[src/rtl/run_sequencer.sv]
// Iteration sequencer for the replica annealing array: sweeps the opt stages, drains the pipeline, then runs the exp unit.
// Optional build macro RUN_SEQUENCER_ABORT_EN adds an abort input that returns the sequencer to IDLE without a done pulse.
module run_sequencer #(
    parameter int base_log  = 4,
    parameter int drain_cyc = 3,
    parameter int exp_cyc   = 17
) (
    input  logic                clk,
    input  logic                reset,
    input  logic                start,
    input  logic [31:0]         run_times,
    input  logic                or_en_i,
    input  logic                tw_en_i,
    input  logic [16:0]         recip_i,
`ifdef RUN_SEQUENCER_ABORT_EN
    input  logic                abort,
`endif
    output logic                busy,
    output logic                done,
    output logic                opt_run,
    output logic                or_opt_en,
    output logic                tw_opt_en,
    output logic [base_log-1:0] or_rn_base_id,
    output logic [base_log-1:0] or_dd_base_id,
    output logic [base_log-1:0] or_rp_base_id,
    output logic [base_log-1:0] or_ex_base_id,
    output logic [base_log-1:0] tw_rn_base_id,
    output logic [base_log-1:0] tw_dd_base_id,
    output logic [base_log-1:0] tw_rp_base_id,
    output logic [base_log-1:0] tw_ex_base_id,
    output logic                exp_init,
    output logic                exp_run,
    output logic                exp_fin,
    output logic [16:0]         exp_recip
);

    localparam int base_num = 2 ** base_log;
    localparam logic [base_log-1:0] half_c     = base_log'(base_num / 2);
    localparam logic [base_log-1:0] bc_last_c  = base_log'(base_num - 1);
    localparam logic [base_log-1:0] one_c      = base_log'(1);
    localparam logic [7:0]          drain_last_c = 8'(drain_cyc - 1);
    localparam logic [7:0]          exp_last_c   = 8'(exp_cyc - 1);

    typedef enum logic [2:0] {
        IDLE     = 3'd0,
        OPT      = 3'd1,
        DRAIN    = 3'd2,
        EXP_INIT = 3'd3,
        EXP_RUN  = 3'd4,
        EXP_FIN  = 3'd5,
        DONE     = 3'd6
    } state_t;

    state_t              state_r;
    state_t              next_state_s;
    logic [base_log-1:0] bc_r;
    logic [base_log-1:0] bc_nx_s;
    logic [7:0]          cyc_r;
    logic [7:0]          cyc_nx_s;
    logic [31:0]         iter_r;
    logic [31:0]         iter_nx_s;
    logic                or_en_r;
    logic                tw_en_r;
    logic                or_en_s;
    logic                tw_en_s;
    logic                accept_s;
    logic                abort_s;
    logic                active_nx_s;
    logic                sweep_nx_s;

`ifdef RUN_SEQUENCER_ABORT_EN
    assign abort_s = abort;
`else
    assign abort_s = 1'b0;
`endif

    assign accept_s = (state_r == IDLE) && start;
    // Enables seen by the strobes on the accepting edge come straight from the inputs.
    assign or_en_s  = accept_s ? or_en_i : or_en_r;
    assign tw_en_s  = accept_s ? tw_en_i : tw_en_r;

    // State register.
    always_ff @(posedge clk or negedge reset) begin
        if (!reset) begin
            state_r <= IDLE;
        end else begin
            state_r <= next_state_s;
        end
    end

    // Next-state decode; abort overrides every non-idle transition.
    always_comb begin
        next_state_s = state_r;
        if (abort_s && (state_r != IDLE)) begin
            next_state_s = IDLE;
        end else begin
            case (state_r)
                IDLE: begin
                    if (start) begin
                        next_state_s = (run_times != 32'd0) ? OPT : DONE;
                    end else begin
                        next_state_s = IDLE;
                    end
                end
                OPT: begin
                    if (bc_r == bc_last_c) begin
                        next_state_s = (drain_cyc == 0) ? EXP_INIT : DRAIN;
                    end else begin
                        next_state_s = OPT;
                    end
                end
                DRAIN: begin
                    if (cyc_r == drain_last_c) begin
                        next_state_s = EXP_INIT;
                    end else begin
                        next_state_s = DRAIN;
                    end
                end
                EXP_INIT: next_state_s = EXP_RUN;
                EXP_RUN: begin
                    if (cyc_r == exp_last_c) begin
                        next_state_s = EXP_FIN;
                    end else begin
                        next_state_s = EXP_RUN;
                    end
                end
                EXP_FIN: begin
                    // The counter is still undecremented here, so 1 means this was the last pass.
                    if (iter_r != 32'd1) begin
                        next_state_s = OPT;
                    end else begin
                        next_state_s = DONE;
                    end
                end
                DONE:    next_state_s = IDLE;
                default: next_state_s = IDLE;
            endcase
        end
    end

    // Next values of the base, phase and iteration counters.
    always_comb begin
        bc_nx_s   = bc_r;
        cyc_nx_s  = 8'd0;
        iter_nx_s = iter_r;
        if ((next_state_s == OPT) && (state_r != OPT)) begin
            bc_nx_s = {base_log{1'b0}};
        end else if ((state_r == OPT) || (state_r == DRAIN)) begin
            bc_nx_s = bc_r + one_c;
        end else begin
            bc_nx_s = bc_r;
        end
        if ((next_state_s == state_r) && ((state_r == DRAIN) || (state_r == EXP_RUN))) begin
            cyc_nx_s = cyc_r + 8'd1;
        end else begin
            cyc_nx_s = 8'd0;
        end
        if (accept_s) begin
            iter_nx_s = run_times;
        end else if (state_r == EXP_FIN) begin
            iter_nx_s = iter_r - 32'd1;
        end else begin
            iter_nx_s = iter_r;
        end
    end

    // Counter and latched-configuration registers.
    always_ff @(posedge clk or negedge reset) begin
        if (!reset) begin
            bc_r    <= {base_log{1'b0}};
            cyc_r   <= 8'd0;
            iter_r  <= 32'd0;
            or_en_r <= 1'b0;
            tw_en_r <= 1'b0;
        end else begin
            bc_r    <= bc_nx_s;
            cyc_r   <= cyc_nx_s;
            iter_r  <= iter_nx_s;
            or_en_r <= or_en_s;
            tw_en_r <= tw_en_s;
        end
    end

    assign active_nx_s = (next_state_s != IDLE) && (next_state_s != DONE);
    assign sweep_nx_s  = (next_state_s == OPT) || (next_state_s == DRAIN);

    // Outputs are registered from the next state so they line up with the state they describe.
    always_ff @(posedge clk or negedge reset) begin
        if (!reset) begin
            busy          <= 1'b0;
            done          <= 1'b0;
            opt_run       <= 1'b0;
            or_opt_en     <= 1'b0;
            tw_opt_en     <= 1'b0;
            exp_init      <= 1'b0;
            exp_run       <= 1'b0;
            exp_fin       <= 1'b0;
            exp_recip     <= 17'd0;
            or_rn_base_id <= {base_log{1'b0}};
            or_dd_base_id <= {base_log{1'b0}};
            or_rp_base_id <= {base_log{1'b0}};
            or_ex_base_id <= {base_log{1'b0}};
            tw_rn_base_id <= {base_log{1'b0}};
            tw_dd_base_id <= {base_log{1'b0}};
            tw_rp_base_id <= {base_log{1'b0}};
            tw_ex_base_id <= {base_log{1'b0}};
        end else begin
            busy      <= active_nx_s;
            done      <= (next_state_s == DONE);
            opt_run   <= (next_state_s == OPT);
            or_opt_en <= (next_state_s == OPT) && or_en_s;
            tw_opt_en <= (next_state_s == OPT) && tw_en_s;
            exp_init  <= (next_state_s == EXP_INIT);
            exp_run   <= (next_state_s == EXP_RUN);
            exp_fin   <= (next_state_s == EXP_FIN);
            exp_recip <= accept_s ? recip_i : exp_recip;
            if (sweep_nx_s) begin
                or_rn_base_id <= bc_nx_s;
                or_dd_base_id <= bc_nx_s - one_c;
                or_rp_base_id <= bc_nx_s - base_log'(2);
                or_ex_base_id <= bc_nx_s - base_log'(3);
                tw_rn_base_id <= bc_nx_s + half_c;
                tw_dd_base_id <= bc_nx_s - one_c + half_c;
                tw_rp_base_id <= bc_nx_s - base_log'(2) + half_c;
                tw_ex_base_id <= bc_nx_s - base_log'(3) + half_c;
            end else begin
                or_rn_base_id <= or_rn_base_id;
                or_dd_base_id <= or_dd_base_id;
                or_rp_base_id <= or_rp_base_id;
                or_ex_base_id <= or_ex_base_id;
                tw_rn_base_id <= tw_rn_base_id;
                tw_dd_base_id <= tw_dd_base_id;
                tw_rp_base_id <= tw_rp_base_id;
                tw_ex_base_id <= tw_ex_base_id;
            end
        end
    end

endmodule

[config.mk]
export PLATFORM = sky130hd
export DESIGN_NAME = run_sequencer
export DESIGN_NICKNAME = d
export VERILOG_FILES = /design/src/rtl/run_sequencer.sv
export SDC_FILE = /design/constraint.sdc
export NUM_CORES = 1
export LEC_CHECK = 0
export CAP_MARGIN = 20
export CORE_AREA = 2 2 99 101
export CTS_BUF_LIST = sky130_fd_sc_hd__clkbuf_4 sky130_fd_sc_hd__clkbuf_8 sky130_fd_sc_hd__clkbuf_16
export CTS_CLUSTER_SIZE = 14
export DETAILED_ROUTE_END_ITERATION = 10
export DIE_AREA = 0 0 101 103
export GPL_TIMING_DRIVEN = 0
export MAX_ROUTING_LAYER = met4
export PLACE_DENSITY_LB_ADDON = 0.15
export SLEW_MARGIN = 5
export SYNTH_ARGS = -nofsm -noshare
export SYNTH_HDL_FRONTEND = slang
export SYNTH_SLANG_ARGS = --single-unit
[constraint.sdc]
create_clock -name clk -period 4.2 [get_ports clk]
set_input_delay 0.42 -clock clk [delete_from_list [all_inputs] [get_ports clk]]
set_output_delay 0.42 -clock clk [all_outputs]
set_load 0.01 [all_outputs]
==> impl_metrics.tcl <==
set metrics [dict create \
    gp_congestion 0.892 \
    critPathTopFamily "simple AND/OR/NAND/NOR gates" \
    maxSlewViolCount 0 \
    post-route-util_pct 64.1 \
    place_inst 688 \
    synth_edf_count 0 \
    grt.total_usage_pct 23.9 \
    die_y_um 103 \
    dpl_cell_area_um2 5850 \
    synthFlopType "dfrtp_1" \
    postRouteAntennaNets 0 \
    cts_tree "yes" \
    slew-limit-headroom_pct 46.6 \
    worstMarginPinSlew_ps 793 \
    slowest_delay_ps 580 \
    crit_type "flip-flop to flip-flop" \
    timing.fmax_ghz 0.278 \
    setup.worst_path.start_class "flip-flop" \
    power_frac_clock_pct 14.4 \
    hold_buffers 0 \
    finalHoldViolCount 0 \
    cp.buffers_inverters 1 \
    worstSetupEndpointType "flip-flop" \
    areaGrowthSynthToFinish_pct 32.8 \
    fin_crit_ps 3590 \
    setup_violations 0 \
    cts_num_sinks 92 \
    async_reset_ff_share_pct 100 \
    instances_no_fill 704 \
    post-cts-setup-buffers 0 \
    wl_um 11600 \
    grt_pass1_vias 3821 \
    total_power_mw 4.51 \
    cellLeakagePower_nw 2.66 \
    firstDrtPassIters 5 \
    core_area_um2 9460 \
    dieArea_um2 10400 \
    vias_per_cell 5.60 \
    p_sw_mw 1.69 \
    outcome "finished, final reports clean" \
    critical_path.cell_chain "or4_4 -> or4_4 -> o31ai_4 -> o21ai_0 -> nor2_1 -> inv_1 -> ha_1 -> o22a_1 -> mux2_2" \
    cts-root-buf "clkbuf_8" \
    internal_power_mw 2.82 \
    clk_path_buf_depth 2 \
    clk_latency_ps 370 \
    ys_types 51 \
    finalSetupTns_ps 0 \
    grt_overflow_total 0 \
    drive_gt1_share_pct 11.0 \
    port_buffers 110 \
    crit_arrival_ps 3860 \
    syn_inst 462 \
    ir_worst_vdd_uv 526 \
    final_cell_mix "clkdlybuf4s50_1 (109), nand2_1 (102), dfrtp_1 (92)" \
    power_frac_comb_pct 51.2 \
    clkTransAtPathRegs_ps 90 \
    holdCritPathClass "input port to asynchronous set/reset pin" \
    h-tree-depth 3 \
    power_frac_seq_pct 34.5 \
    drt-initial-drc-count 188 \
    ys_seq_area_share_pct 50.4 \
    rsz0062_at_grt "no" \
    pin_count 111 \
    power.density_nw_per_um2 744 \
    final_common_cell "clkdlybuf4s50_1" \
    row_count 36 \
    wire_per_inst_um 16.4 \
    fp.dieW_um 101 \
    final.setup_skew_ps 10.3 \
    antenna_found_initial 0 \
    hold_ws_ps 20.8 \
    pre_cts_slack_ps 314 \
    syn_nets 524 \
    num-nets-final 647 \
    path_max_fanout 8 \
    dp_hpwl_um 8230 \
    start_util_pct 48.3 \
    netlist_area_um2 4570 \
    switching_share_pct 37.4 \
    fin_area_um2 6060 \
    maxCapViolations 0 \
    wl_met3_um 719 \
    final.setup.worst_slack_ps 607 \
    ys_ff_latch 92 \
    grt_first_pass_wirelength_um 18700 \
    worstPathRequired_ps 4470 \
    drt-met1-wl_um 5090 \
    maxUsedRoutingLayer "met4" \
    grt_max_degree 55 \
    vias 3943 \
    crit_top_cell "or4_4" \
    cts-resized-gates 0 \
    drc 0 \
    crit_slowest_cell "or4_4" \
    met2_length_um 5530 \
    cts_buffers 9 \
    syn_area_per_cell_um2 9.88 \
    fin_crit_sh_pct 85.5 \
    diodes 0 \
    ys.warnings.count 0 \
]
layout make-up:
type / count / area, um^2
Clock buffer: 11 / 151
Tap cell: 114 / 143
Sequential cell: 92 / 2300
Multi-Input combinational cell: 323 / 2030
Timing Repair Buffer: 112 / 1130
Fill cell: 787 / 3390
Buffer: 31 / 180
Inverter: 16 / 60.1
Clock inverter: 5 / 65.1
logic make-up (layout without fill, tap and decap cells):
kind of cell	Yosys count	in the layout	synth area share, %
simple gates	202	202	21.0
flops	92	92	50.4
buf+inv	47	175	5.26
mux	21	21	5.43
xor+xnor	16	16	3.07
fa+ha+maj	8	8	2.19
compound gates	76	76	12.7
layer usage:
| layer | GRT usage, % | vias up |
|---|---|---|
| li1 | - | 1878 |
| met1 | 30.7 | 1918 |
| met2 | 36.3 | 130 |
| met3 | 6.58 | 17 |
| met4 | 9.15 | 0 |
| met5 | - | - |
synth_stat cells, drive strengths merged (4+ instances only):
master	instances	area (um^2)
buf	15	120
ha	8	100
nor2	24	97.6
a21oi	13	65.1
and3	7	43.8
nor4	19	119
nand2	102	383
or4	4	37.5
o211ai	15	123
o21ai	16	91.3
o311ai	10	87.6
nor3	10	50.1
dfrtp	92	2300
inv	16	60.1
mux2i	6	60.1
nand2b	6	37.5
xor2	9	78.8
a221o	8	80.1
clkbuf	16	60.1
nand3	12	60.1
mux2	15	188
xnor2	7	61.3
worst paths after layout:
check | slack, ps | startpoint | end | depth (start not counted)
max reg2reg | 610 | iter_r[24] | or_dd_base_id[3] | 9
min | 20 | reset | iter_r[27] | 1
max in group asynchronous | 3550 | reset | iter_r[4] | 2
max | 610 | iter_r[24] | or_dd_base_id[3] | 9
min reg2reg | 490 | or_en_r | or_en_r | 2
min in group clk | 490 | or_en_r | or_en_r | 2
state kept, by name, indices dropped and copies added (netlist names), 3 cells and up:
name / count
state_r: 3
exp_recip: 17
cyc_r: 8
or_dd_base_id: 4
or_rp_base_id: 3
or_ex_base_id: 3
or_rn_base_id: 4
iter_r: 32
bc_r: 4
worst reg2reg max path: cells and delay by family (launching register included):
kind / cells / cell delay, ps
AOI/OAI and AO/OA: 3 / 830
adders and majority gates: 1 / 250
buffers and inverters: 1 / 150
DFF: 1 / 480
muxes: 1 / 270
and+or+nand+nor: 3 / 1510
power groups by stage:
stage	Clock (mW)	Combinational, mW	Sequential, mW
floorplan	0	1.36	1.59
global placement	0	2.23	1.54
detailed placement	0	2.30	1.56
CTS	0.667	2.32	1.55
global route	0.702	2.55	1.60
finish	0.650	2.31	1.56
Note: power is estimated with default switching activity, not from simulation.
